--- config.mk ---
export PLATFORM = sky130hd
export DESIGN_NAME = output_collector
export DESIGN_NICKNAME = d
export VERILOG_FILES = /design/src/rtl/output_collector.sv
export SDC_FILE = /design/constraint.sdc
export NUM_CORES = 1
export LEC_CHECK = 0
export CAP_MARGIN = 20
export CORE_MARGIN = 1
export CORE_UTILIZATION = 54
export DETAILED_ROUTE_END_ITERATION = 7
export PLACE_DENSITY = 0.78
export SYNTH_ARGS = -nofsm -noshare
export SYNTH_HDL_FRONTEND = slang
export SYNTH_SLANG_ARGS = --single-unit
--- constraint.sdc ---
create_clock -name clk -period 8.2 [get_ports clk]
set_clock_uncertainty 0.2 [all_clocks]
set_input_delay 2.46 -clock clk [delete_from_list [all_inputs] [get_ports clk]]
set_output_delay 2.46 -clock clk [all_outputs]
set_load 0.05 [all_outputs]
--- src/rtl/output_collector.sv ---
// output_collector: deskews per-column systolic result strobes through one small FIFO per
// column and emits complete rows on a valid/ready stream. It tracks the row index within a
// tile, pulses tile_done after the last row is handed off, and flags overflow when a strobe
// hits a full column FIFO.
// Optional build macro OUTPUT_COLLECTOR_RELU_EN: clamps negative elements to zero when a row
// is loaded into the output register.
module output_collector #(
  parameter int unsigned COLS   = 4,
  parameter int unsigned DATA_W = 32,
  parameter int unsigned DEPTH  = 4,
  parameter int unsigned ROWS   = 4
) (
  input  logic                           clk,
  input  logic                           rst,
  input  logic                           start,
  input  logic [COLS-1:0]                read_out,
  input  logic [COLS-1:0][DATA_W-1:0]    o_data,
  output logic                           m_valid,
  input  logic                           m_ready,
  output logic [COLS-1:0][DATA_W-1:0]    m_data,
  output logic [$clog2(ROWS)-1:0]        m_row,
  output logic                           m_last,
  output logic                           tile_done,
  output logic                           overflow
);

  localparam int unsigned PtrW = $clog2(DEPTH);
  localparam int unsigned CntW = $clog2(DEPTH + 1);
  localparam int unsigned RowW = $clog2(ROWS);

  logic [DATA_W-1:0]               mem_q [COLS][DEPTH];
  logic [COLS-1:0][PtrW-1:0]       wr_ptr_q, wr_ptr_d;
  logic [COLS-1:0][PtrW-1:0]       rd_ptr_q, rd_ptr_d;
  logic [COLS-1:0][CntW-1:0]       count_q, count_d;
  logic [COLS-1:0][DATA_W-1:0]     m_data_q, m_data_d;
  logic [COLS-1:0][DATA_W-1:0]     row_load;
  logic [RowW-1:0]                 m_row_q, m_row_d;
  logic                            m_valid_q, m_valid_d;
  logic                            tile_done_q, tile_done_d;
  logic                            overflow_q, overflow_d;
  logic [COLS-1:0]                 wr_acc;
  logic                            all_avail;
  logic                            pop;
  logic                            hs;
  logic                            last_row;

  // Pop/accept decisions, all based on registered counts (no write-to-read bypass).
  always_comb begin
    all_avail = 1'b1;
    for (int c = 0; c < COLS; c++) begin
      if (count_q[c] == '0) all_avail = 1'b0;
    end
    pop      = all_avail && (!m_valid_q || m_ready);
    hs       = m_valid_q && m_ready;
    last_row = (m_row_q == RowW'(ROWS - 1));
    for (int c = 0; c < COLS; c++) begin
      // A full FIFO still accepts when a pop frees the head slot in the same cycle.
      wr_acc[c] = read_out[c] && ((count_q[c] != CntW'(DEPTH)) || pop);
    end
  end

  // Next-state for FIFO pointers, counts, output register and status flags.
  always_comb begin
    for (int c = 0; c < COLS; c++) begin
      wr_ptr_d[c] = wr_ptr_q[c] + PtrW'(wr_acc[c]);
      rd_ptr_d[c] = rd_ptr_q[c] + PtrW'(pop);
      count_d[c]  = count_q[c] + CntW'(wr_acc[c]) - CntW'(pop);
`ifdef OUTPUT_COLLECTOR_RELU_EN
      row_load[c] = mem_q[c][rd_ptr_q[c]][DATA_W-1] ? '0 : mem_q[c][rd_ptr_q[c]];
`else
      row_load[c] = mem_q[c][rd_ptr_q[c]];
`endif
    end
    m_data_d  = pop ? row_load : m_data_q;
    m_valid_d = pop ? 1'b1 : (hs ? 1'b0 : m_valid_q);
    m_row_d   = m_row_q;
    if (hs) m_row_d = last_row ? '0 : m_row_q + RowW'(1);
    tile_done_d = hs && last_row;
    overflow_d  = overflow_q || ((read_out & ~wr_acc) != '0);
  end

  // State register; start clears exactly like reset and wins over any same-cycle activity.
  always_ff @(posedge clk) begin
    if (!rst || start) begin
      wr_ptr_q    <= '0;
      rd_ptr_q    <= '0;
      count_q     <= '0;
      m_data_q    <= '0;
      m_valid_q   <= 1'b0;
      m_row_q     <= '0;
      tile_done_q <= 1'b0;
      overflow_q  <= 1'b0;
    end else begin
      wr_ptr_q    <= wr_ptr_d;
      rd_ptr_q    <= rd_ptr_d;
      count_q     <= count_d;
      m_data_q    <= m_data_d;
      m_valid_q   <= m_valid_d;
      m_row_q     <= m_row_d;
      tile_done_q <= tile_done_d;
      overflow_q  <= overflow_d;
    end
  end

  // FIFO storage; contents need no reset because pointers and counts gate every read.
  always_ff @(posedge clk) begin
    for (int c = 0; c < COLS; c++) begin
      if (rst && !start && wr_acc[c]) mem_q[c][wr_ptr_q[c]] <= o_data[c];
    end
  end

  // Output drive.
  always_comb begin
    m_valid   = m_valid_q;
    m_data    = m_data_q;
    m_row     = m_row_q;
    m_last    = m_valid_q && last_row;
    tile_done = tile_done_q;
    overflow  = overflow_q;
  end

endmodule

# Yosys cells after proc, flatten, opt, wreduce, memory -nomap -nowiden
# Memories as Yosys holds them, arrays and structs flattened.
# Index checks and enable logic that the tools add are counted.
[op_classes]
n_addsub = 17
multipliers = 0
n_div = 0
magnitude_cmp = 12
n_eq_ne = 5
shift = 0
n_mux = 35
n_bitwise = 10
n_reduce_logical = 33
[ops]
columns = ["cell", "count"]
rows = [
  ["128-bit 2-to-1 mux", 4],
  ["32-bit 2-to-1 mux", 12],
  ["32-bit binary-select mux with 2-bit select", 4],
  ["32-bit demux with 2-bit select", 4],
  ["3-bit greater-or-equal comparator, second input constant", 8],
  ["2-bit inverter with 3-bit output", 8],
  ["1-bit logical AND", 17],
  ["2-bit by 1-bit adder with 2-bit output", 8],
  ["3-bit by 1-bit adder with 3-bit output", 4],
  ["3-bit logical NOT", 4],
  ["3-bit by 1-bit less-than comparator with 1-bit output, second input constant", 4],
  ["3-bit != test, second input constant", 4],
  ["3-bit by 1-bit subtractor with 3-bit output", 4],
  ["1-bit 2-to-1 mux", 10],
  ["1-bit logical OR", 7],
  ["4-bit AND", 1],
  ["4-bit inverter", 1],
  ["4-bit nonzero test", 1],
  ["1-bit logical NOT", 3],
  ["2-bit by 1-bit adder with 2-bit output, second input constant", 1],
  ["2-bit equality test, second input constant", 1],
  ["2-bit 2-to-1 mux", 1],
  ["2-bit nonzero test", 1],
]
[totals]
regBits = 161
latch_bits = 0
ram_bits = 512
rom_bits = 0
inputBits = 136
output_inout_bits = 134
elab_cells = 133
memories = 1
[memory_table]
columns = ["name", "depth", "word_bits", "read_ports", "rd_ports_with_merged_regs", "wr", "line", "rtl"]
rows = [
  ["mem_q", 4, 128, 4, 0, 4, "31", "logic [DATA_W-1:0] mem_q [COLS][DEPTH];"],
]

# Logic depth before layout (Yosys ltp)
# Gate-level depths: netlist of run 1.
[logic_depth]
word_depth = 12
ltp_mapped = 14
depth_no_buf = 12

# Worst setup path after synthesis of run 1
# Ideal clock, no wire load.
[synth_timing]
kind = "input port to flip-flop"
startpoint = "input port m_ready"
endpoint = "memory mem_q[1][32] (netlist name) (enable)"
setup_time_ns = 0.513
arrival_time_ns = 6.315
t_required_ns = 7.487
slack_ns = 1.172
path_stages = 4
path_buffers = 0
path_cell_list = "nor2b_2 -> nor3_2 -> a21oi_1 -> nor4b_1"
[synth_rtl]
columns = ["element", "line", "rtl"]
rows = [
  ["from (decl)", "19", "input logic m_ready,"],
  ["to (decl)", "31", ""],
]

# Final worst setup path of run 1
[layout_timing]
startpoint = "input port m_ready"
endpoint = "register count_q[5] (netlist name)"
[layout_via]
elab_chain_len = 6
[layout_lines]
columns = ["element", "line", "rtl"]
rows = [
  ["1-bit logical OR (*)", "53", "pop = all_avail && (!m_valid_q || m_ready);"],
  ["1-bit logical AND (*)", "53", ""],
  ["1-bit logical OR", "58", "wr_acc[c] = read_out[c] && ((count_q[c] != CntW'(DEPTH)) || pop);"],
  ["1-bit logical AND", "58", ""],
  ["3-bit by 1-bit adder with 3-bit output", "67", "count_d[c] = count_q[c] + CntW'(wr_acc[c]) - CntW'(pop);"],
  ["3-bit by 1-bit subtractor with 3-bit output (*)", "67", ""],
  ["to (signal assigned)", "96", "count_q <= count_d;"],
  ["to (decl)", "34", "logic [COLS-1:0][CntW-1:0] count_q, count_d;"],
]
# Mark *: on every way between the ends. The rest lies on a longest branch, timed or not.
# A chain may end at the register's enable or synchronous reset.

==> results_dict.tcl, run 1 <==
set metrics [dict create \
    post_cts_resized 0 \
    number_of_flops_mapped_to_enable_cells_by_yosys 512 \
    power_frac_comb_pct 2.9 \
    max_freq_mhz 169 \
    dp_slack_ns 1.64 \
    worst-endpoint-required_ns 8.47 \
    dpl-instance-area_mm2 0.0284 \
    cp_slowest_cell "nor2_1" \
    p_per_area_mw_per_mm2 226 \
    overall_via_count_from_detail_route 13900 \
    fp-row-count 78 \
    whs_ns 0.277 \
    synthesis.area_per_instance_um2 17.4 \
    switching_share_pct 19.5 \
    min_period_over_period_pct 72.0 \
    chip_height_um 218 \
    clkSlewWorstSetupHoldPaths_ns 0.06 \
    share_of_layout_cells_above_drive_strength_1_pct 17.4 \
    hold_sp "m_data[37]" \
    detailedRoute.firstIterationViolations 1129 \
    yosys_most_used_dff "edfxtp_1" \
    number_of_antenna_violations_at_the_first_check_in_global_routing 3 \
    cts-hold-fix-buffers 0 \
    netlist_area_mm2 0.0251 \
    netlist.area_leader.share_pct 61.3 \
    postRouteWirelength_mm 54.0 \
    io_buffer_count 269 \
    report.final.hold_viol_count 0 \
    irDropWorstVdd_mv 0.176 \
    detail-route-antenna-nets 0 \
    number_of_global_route_vias_before_repair 14600 \
    run_status "finished clean" \
    max_cap_viol_count 0 \
    num-fill-cells 3031 \
    power_report.internal_total_mw 5.57 \
    clock_power_share_pct 43.6 \
    timing_max_transition_violations_final 0 \
    worstSetupStartpoint "m_ready" \
    ys_seq_elements 673 \
    maximum_level_of_the_cts_h_tree 3 \
    rsz_0062_raised_after_global_routing "false" \
    final_design_area_no_fill_mm2 0.0306 \
    switchingPower_mw 1.35 \
    multiInputGateArea_mm2 0.00597 \
    grt_overflow_total 0 \
    die_w_um 218 \
    grt.total_usage_pct 23.5 \
    pin_count_of_the_biggest_net_entering_global_routing 96 \
    tightest_slew_ns 1.05 \
    synth.area.top_cells "edfxtp_1, dfxtp_1, mux4_2" \
    wl_per_cell_um 22.8 \
    synth-warning-count 0 \
    gpl.final_weighted_congestion 0.780 \
    floorplan.core_area_mm2 0.0456 \
    leakage_power_nw 9.48 \
    initial_core_util_pct 55.0 \
    grt_first_pass_wirelength_mm 83.3 \
    total_negative_setup_slacks_ns 0 \
    postCtsSetupRepairBufs 0 \
    flow.area_growth_from_synthesis_pct 22.2 \
    maximum_clock_path_buffer_count 3 \
    hpwl_reported_at_the_end_of_detailed_placement_mm 31.2 \
    syn-num-nets 1596 \
    vias_per_cell 5.87 \
    finalWorstPathRequiredPeriod_ns 5.91 \
    design.die.area_mm2 0.0473 \
    worst_hold_path_type "reg -> reg" \
    cts.sink_count 673 \
    critical_path_buf_inv_count 3 \
    cell_at_the_root_of_the_clock_tree "clkbuf_16" \
    clock_insertion_delay_worst_skew_ns 0.60 \
    timing.max_slew.rel_slack_pct 30.0 \
    synth_area_leader_cell "edfxtp_1" \
    setup_viol 0 \
    drc 0 \
    share_seq_of_total_power_pct 53.5 \
    netlist_instances 1439 \
    async_reset_ff_share_pct 0 \
    seq_area_frac_synth_pct 74.1 \
    register_area_mm2 0.0186 \
    numCtsBuffers 67 \
    yosys.cell_types.count 41 \
    critical_path.top_delay_family "simple AND/OR/NAND/NOR gates" \
    critPathCaptureType "flop" \
    crit_chain "clkdlybuf4s50_1 > nor2b_2 > or3_4 > nor2_1 > o21ai_1 > ha_1 > inv_1 > ha_1 > inv_1 > fa_1 > xor2_1 > xnor2_1 > nor2_1" \
    crit_path_max_fanout 66 \
    layout.nets 1871 \
    setup.worst_path.start_class "primary input" \
    cts_tree "built" \
    ioPinCount 270 \
    detail_route.first_pass.iterations 5 \
    setup_ws_ns 2.29 \
    max_stage_delay_ns 0.78 \
    worst_r2r_startpoint "m_valid" \
    criticalPathCategory "in -> reg" \
    cp_data_arrival_time_ns 6.18 \
]
## area by class of cell
cell class | count | share of cell area (%)
tap | 600 | 2.45
sequential | 673 | 60.7
clock inverter | 25 | 0.788
multi-input combinational | 647 | 19.5
timing repair buffer | 313 | 10.0
inverter | 12 | 0.147
antenna | 6 | 0.0490
clock buffer | 96 | 6.36
## stage by stage
stage / power (mW) / util, % / instances
after floorplan: 3.86 / - / 1439
after global placement: 3.97 / 62.2 / 2242
after detailed placement: 3.98 / 62.2 / 2242
after CTS: 6.99 / 67.1 / 2363
after global routing: 7.15 / 67.2 / 2368
final: 6.93 / 67.2 / 2372
## metal layers
layer	part of all wire, %	vias to the layer above	track usage (%)
met3	7.4	69	5.40
met1	39	7151	29.5
met5	0	-	0
met2	52	471	40.2
li1	-	6230	-
met4	2.0	0	7.98
## kinds of logic after synthesis
group | synth area share [%]
adder cells (fa/ha/maj) | 1.17
XOR/XNOR | 0.559
AO/OA/AOI/OAI | 5.57
AND/OR/NAND/NOR | 4.56
buffers and inverters | 2.53
flip-flops | 74.1
multiplexers | 11.5
## final timing paths
| check | endpoint | slack [ns] | cells after the start |
|---|---|---|---|
| worst max-delay path | count_q[5] | 2.29 | 13 |
| worst min-delay path | m_data[37] | 0.28 | 2 |
| worst max register to register | count_q[5] | 4.30 | 12 |
| worst min register to register | m_data[37] | 0.28 | 2 |
## registers in the layout (all words and copies together) (netlist names)
| signal | cells |
|---|---|
| tile_done | 1 |
| wr_ptr_q | 8 |
| m_valid | 1 |
| mem_q | 512 |
| m_data | 128 |
| m_row | 2 |
| rd_ptr_q | 8 |
| overflow | 1 |
| count_q | 12 |
## power by group through the flow
stage | sequential (mW) | combinational (mW) | clock [mW]
3_5_place_dp | 3.78 | 0.199 | 0
6_report | 3.71 | 0.202 | 3.02
4_1_cts | 3.71 | 0.200 | 3.09
3_3_place_gp | 3.78 | 0.192 | 0
5_1_grt | 3.71 | 0.216 | 3.23
2_1_floorplan | 3.78 | 0.0765 | 0
## synthesized netlist by cell type (all sizes together), types with 2 or more instances
| master | instances |
|---|---|
| a21oi | 132 |
| and2 | 16 |
| buf | 63 |
| clkbuf | 44 |
| dfxtp | 161 |
| edfxtp | 512 |
| fa | 4 |
| ha | 17 |
| inv | 12 |
| mux4 | 128 |
| nand2 | 11 |
| nand3 | 132 |
| nor2 | 20 |
| nor2b | 4 |
| nor3 | 10 |
| nor3b | 9 |
| nor4 | 2 |
| nor4b | 3 |
| nor4bb | 2 |
| o21ai | 130 |
| o41ai | 2 |
| xnor2 | 14 |
| xor2 | 2 |
## cells in the final DEF, fill, tap and decap left out, types with 10 or more instances in the layout
| master | synthesis | routed |
|---|---|---|
| mux4_2 | 128 | 128 |
| xnor2_1 | 14 | 14 |
| clkbuf_1 | 40 | 17 |
| dfxtp_1 | 161 | 156 |
| o21ai_0 | 11 | 11 |
| buf_4 | 10 | 41 |
| and2_1 | 16 | 16 |
| edfxtp_1 | 512 | 512 |
| nand2_1 | 11 | 11 |
| clkdlybuf4s50_1 | 0 | 269 |
| clkinv_2 | 0 | 10 |
| ha_1 | 17 | 17 |
| o21ai_1 | 119 | 119 |
| a21oi_1 | 132 | 132 |
| nor2_1 | 20 | 18 |
| inv_1 | 12 | 12 |
| nand3_1 | 132 | 132 |
| clkbuf_16 | 0 | 71 |
## worst register-to-register path: stages, from the launching register on
cell     delay [ns]
dfxtp_1        0.38
nor2b_2        0.23
or3_4          0.73
nor2_1         0.79
o21ai_1        0.17
ha_1           0.31
inv_1          0.06
ha_1           0.13
inv_1          0.05
fa_1           0.37
xor2_1         0.16
xnor2_1        0.16
nor2_1         0.05
No activity file was read; power rests on OpenSTA's default activity.
==> run 2: changes to the inputs <==
==> constraint.sdc (replaced) <==
create_clock -name clk -period 6.1 [get_ports clk]
set_clock_uncertainty 0.2 [all_clocks]
set_input_delay 1.83 -clock clk [delete_from_list [all_inputs] [get_ports clk]]
set_output_delay 1.83 -clock clk [all_outputs]
set_load 0.05 [all_outputs]
==> run 2 against run 1 <==
  * Core utilization down 0.058 points
  * Setup slack worse by 0.63 ns
  * Total power up 34%
  * Count of clock-buffer cells in the layout down 4
  * First-iteration DRC count down 8.1%
  * Sequential cell count unchanged
  * Largest power group unchanged
  * Global-route usage down 0.12 points
  * Die area unchanged
  * Highest routed layer is now met5
  * Sequential power up 34%
==> results_dict.tcl, run 2 (synthesis results as in run 1) <==
set metrics [dict create \
    min_period_over_period_pct 72.7 \
    clock_insertion_delay_worst_skew_ns 0.60 \
    overall_via_count_from_detail_route 13900 \
    timing.max_slew.rel_slack_pct 35.5 \
    power.total_mw 9.25 \
    die_w_um 218 \
    layout_commonest_cell "edfxtp_1" \
    setup_viol 0 \
    number_of_global_route_vias_before_repair 14600 \
    layout.nets 1871 \
    grt_first_pass_wirelength_mm 83.2 \
    whs_ns 0.278 \
    drc 0 \
    share_of_layout_cells_above_drive_strength_1_pct 17.6 \
    io_buffer_count 269 \
    critPathCaptureType "flop" \
    floorplan.core_area_mm2 0.0456 \
    tightest_slew_ns 0.968 \
    chip_height_um 218 \
    cell_at_the_root_of_the_clock_tree "clkbuf_16" \
    numCtsBuffers 69 \
    final_design_area_no_fill_mm2 0.0306 \
    fp-row-count 78 \
    p_per_area_mw_per_mm2 302 \
    worst_hold_path_type "reg -> reg" \
    setup.worst_path.start_class "primary input" \
    flow.area_growth_from_synthesis_pct 22.1 \
    wl_per_cell_um 22.8 \
    total_negative_setup_slacks_ns 0 \
    irDropWorstVdd_mv 0.264 \
    max_reg_flops 512 \
    gpl.final_weighted_congestion 0.731 \
    cts_tree "built" \
    criticalPathCategory "in -> reg" \
    max_cap_viol_count 0 \
    cp_data_arrival_time_ns 4.68 \
    most-common-layout-cells "edfxtp_1, clkdlybuf4s50_1, dfxtp_1" \
    final_core_util_pct 67.2 \
    finalWorstPathRequiredPeriod_ns 4.44 \
    maximum_level_of_the_cts_h_tree 3 \
    rsz_0062_raised_after_global_routing "false" \
    ioPinCount 270 \
    worst-endpoint-required_ns 6.35 \
    detail-route-antenna-nets 0 \
    grt.total_usage_pct 23.4 \
    number_of_antenna_violations_at_the_first_check_in_global_routing 5 \
    cts.sink_count 673 \
    detailedRoute.firstIterationViolations 1037 \
    max_freq_mhz 225 \
    run_status "finished clean" \
    vias_per_cell 5.87 \
    instances_no_fill 2375 \
    timing_max_transition_violations_final 0 \
    dp_slack_ns 1.07 \
    postRouteWirelength_mm 54.2 \
    grt_overflow_total 0 \
    maximum_clock_path_buffer_count 3 \
    postCtsSetupRepairBufs 0 \
    detail_route.first_pass.iterations 5 \
    dpl-instance-area_mm2 0.0284 \
    initial_core_util_pct 55.0 \
    setup_ws_ns 1.66 \
    leakage_power_nw 9.46 \
    post_cts_resized 0 \
    crit_path_max_fanout 7 \
    hpwl_reported_at_the_end_of_detailed_placement_mm 30.8 \
    pin_count_of_the_biggest_net_entering_global_routing 145 \
    cts-hold-fix-buffers 0 \
    clkSlewWorstSetupHoldPaths_ns 0.06 \
    design.die.area_mm2 0.0473 \
    report.final.hold_viol_count 0 \
    dp.cells 2241 \
]
-- run 2: final cells by class --
cell class | instances | area (um2)
antenna | 5 | 12.5
clock buffer | 92 | 1910
clock inverter | 35 | 263
fill | 3079 | 15000
inverter | 12 | 45.0
multi-input combinational | 647 | 5990
sequential | 673 | 18600
tap | 600 | 751
timing repair buffer | 311 | 3050
-- run 2: per-layer routing --
layer,global-route usage [%],up-vias,wire length [um]
li1,-,6238,-
met1,30.4,7127,21300
met2,38.5,487,27600
met3,5.38,85,4030
met4,8.71,2,1270
met5,0,-,13
-- run 2: power by group --
part | switching (mW) | internal [mW]
Clock | 1.70 | 2.30
Sequential | 0.0147 | 4.97
Combinational | 0.146 | 0.122
Total | 1.86 | 7.39
-- run 2: final timing paths --
kind | endpoint | startpoint | slack (ns) | cells after the start
worst max-delay path | count_q[8] | m_ready | 1.66 | 13
worst max register to register | count_q[11] | count_q[1] | 2.23 | 11
worst min-delay path | m_data[81] | m_data[81] | 0.28 | 2
worst min register to register | m_data[81] | m_data[81] | 0.28 | 2
-- run 2: worst max-delay path, cell delays in order --
cell and delay, ns:
clkdlybuf4s50_1 0.54, nor2b_2 0.13, or3_4 0.40, nor2_1 0.40
o21ai_1 0.14, ha_1 0.28, inv_1 0.06, ha_1 0.12
inv_1 0.05, fa_1 0.37, xor2_1 0.16, xnor2_1 0.15
nor2_1 0.05
==> run 3: changes to the inputs <==
--- a/config.mk
+++ b/config.mk
@@ -7,9 +7,9 @@
 export LEC_CHECK = 0
 export CAP_MARGIN = 20
 export CORE_MARGIN = 1
-export CORE_UTILIZATION = 54
+export CORE_UTILIZATION = 51
 export DETAILED_ROUTE_END_ITERATION = 7
-export PLACE_DENSITY = 0.78
+export PLACE_DENSITY = 0.77
 export SYNTH_ARGS = -nofsm -noshare
 export SYNTH_HDL_FRONTEND = slang
 export SYNTH_SLANG_ARGS = --single-unit
==> constraint.sdc (replaced) <==
create_clock -name clk -period 3.75 [get_ports clk]
set_clock_uncertainty 0.2 [all_clocks]
set_input_delay 1.125 -clock clk [delete_from_list [all_inputs] [get_ports clk]]
set_output_delay 1.125 -clock clk [all_outputs]
set_load 0.05 [all_outputs]
==> run 3 against run 2 <==
  * Global-route usage fell by 1.7 points
  * Sequential power increased by 63%
  * Via count down 0.40%
  * Cell count rose by 2.7%
  * Critical path depth unchanged
  * Clock power up 66%
  * Non-clock buffer count rose by 13
  * Count of clock-buffer cells in the layout up 3
  * Register-to-register slack worse by 1.4 ns
  * Wire length decreased by 2.1%
==> results_dict.tcl, run 3 (synthesis results as in run 1) <==
set metrics [dict create \
    cts.sink_count 673 \
    wl_per_cell_um 21.7 \
    max_reg_flops 512 \
    grt.total_usage_pct 21.7 \
    reg2regPathDepth 12 \
    worst_r2r_startpoint "count_q[7]" \
    number_of_global_route_vias_before_repair 14600 \
    dp.cells 2311 \
    dpl-instance-area_mm2 0.0289 \
    clock_insertion_delay_worst_skew_ns 0.60 \
    most-common-layout-cells "edfxtp_1, clkdlybuf4s50_1, dfxtp_1" \
    tightest_slew_ns 0.953 \
    cts-hold-fix-buffers 0 \
    number_of_antenna_violations_at_the_first_check_in_global_routing 5 \
    initial_core_util_pct 52.1 \
    overall_via_count_from_detail_route 13900 \
    io_buffer_count 269 \
    max_freq_mhz 286 \
    critPathCaptureType "flop" \
    leakage_power_nw 9.60 \
    floorplan.core_area_mm2 0.0481 \
    worst_hold_path_type "reg -> reg" \
    post_cts_resized 0 \
    grt_first_pass_wirelength_mm 82.2 \
    ioPinCount 270 \
    instances_no_fill 2439 \
    rsz_0062_raised_after_global_routing "false" \
    share_of_layout_cells_above_drive_strength_1_pct 17.9 \
    chip_height_um 224 \
    hpwl_reported_at_the_end_of_detailed_placement_mm 30.6 \
    detailedRoute.firstIterationViolations 994 \
    hold_path_end "m_data[82]" \
    total_negative_setup_slacks_ns 0 \
    final_core_util_pct 64.7 \
    hold_sp "m_data[82]" \
    clkSlewWorstSetupHoldPaths_ns 0.06 \
    die_w_um 224 \
    num-fill-cells 3275 \
    timing_max_transition_violations_final 0 \
    report.final.hold_viol_count 0 \
    irDropWorstVdd_mv 0.386 \
    postCtsSetupRepairBufs 0 \
    flow.area_growth_from_synthesis_pct 24.2 \
    drc 0 \
    numCtsBuffers 67 \
    timing.max_slew.rel_slack_pct 36.5 \
    crit_path_max_fanout 5 \
    criticalPathCategory "in -> reg" \
    maximum_clock_path_buffer_count 3 \
    layout.nets 1882 \
    setup_ws_ns 0.251 \
    run_status "finished clean" \
    setup.worst_path.start_class "primary input" \
    postRouteWirelength_mm 53.0 \
    worst-endpoint-required_ns 4.02 \
    ff2ff_setup_slack_ns 0.86 \
    r2r_end "count_q[5]" \
    detail-route-antenna-nets 0 \
    fp-row-count 80 \
    max_cap_viol_count 0 \
    cell_at_the_root_of_the_clock_tree "clkbuf_16" \
    dp_slack_ns -0.326 \
    final_design_area_no_fill_mm2 0.0311 \
    gpl.final_weighted_congestion 0.736 \
    cp_data_arrival_time_ns 3.77 \
    pin_count_of_the_biggest_net_entering_global_routing 90 \
    detail_route.first_pass.iterations 5 \
    finalWorstPathRequiredPeriod_ns 3.50 \
    setup_viol 0 \
    layout_commonest_cell "edfxtp_1" \
    min_delay_path_depth 2 \
    maximum_level_of_the_cts_h_tree 3 \
    worstSetupStartpoint "m_ready" \
    vias_per_cell 5.69 \
    min_period_over_period_pct 93.3 \
    design.die.area_mm2 0.0501 \
    grt_overflow_total 0 \
    p_per_area_mw_per_mm2 488 \
    cts_tree "built" \
]
run 3: changes by cell type in the layout (fill, tap and decap cells not counted), moves of 4 or more:
cell / delta
buf_4: -7
nor3b_4: +5
buf_12: +20
clkinvlp_4: -6
nor3b_2: -5
clkinv_2: -4
run 3: stage by stage:
step | hold slack (ns) | power (mW)
6_report | 0.278 | 15.2
5_1_grt | 0.304 | 15.6
4_1_cts | 0.280 | 15.3
3_5_place_dp | 0.272 | 8.72
3_3_place_gp | 0.264 | 8.69
2_1_floorplan | 0.328 | 8.44
run 3: worst max-delay path: stages:
cell	delay (ns)
clkdlybuf4s50_1	0.56
nor2b_2	0.10
or3_4	0.40
nor2_2	0.21
o21ai_1	0.11
ha_1	0.28
inv_1	0.07
ha_1	0.14
inv_1	0.05
fa_1	0.36
xor2_1	0.17
xnor2_1	0.13
nor2_1	0.05
run 3: layer usage:
| metal | routed length (um) | track usage (%) | vias up |
|---|---|---|---|
| met5 | 112 | 1.47 | - |
| met4 | 1270 | 8.31 | 4 |
| met3 | 3130 | 4.21 | 89 |
| met2 | 27100 | 36.7 | 423 |
| met1 | 21400 | 27.6 | 7117 |
| li1 | - | - | 6250 |
run 3: cell type report:
cell class	count	area (um2)	share of cell area, %
sequential	673	18600	59.7
clock inverter	28	303	0.972
timing repair buffer	324	3400	10.9
clock buffer	95	1900	6.11
tap	656	821	2.64
antenna	4	10.0	0.0321
inverter	12	45.0	0.145
multi-input combinational	647	6060	19.5
run 3: worst max-delay path by stage:
stage,end,slack [ns],cells after the start
floorplan,mem_q[3][64],-1.11,4
global placement,count_q[2],-0.23,13
detailed placement,m_data[57],-0.33,7
CTS,m_last,0.26,3
global route,count_q[5],0.13,13
finish,count_q[5],0.25,13
run 3: power by group:
part | total, mW | switching [mW] | internal [mW]
clock network | 6.64 | 2.73 | 3.91
logic | 0.456 | 0.242 | 0.214
registers | 8.10 | 0.0240 | 8.08
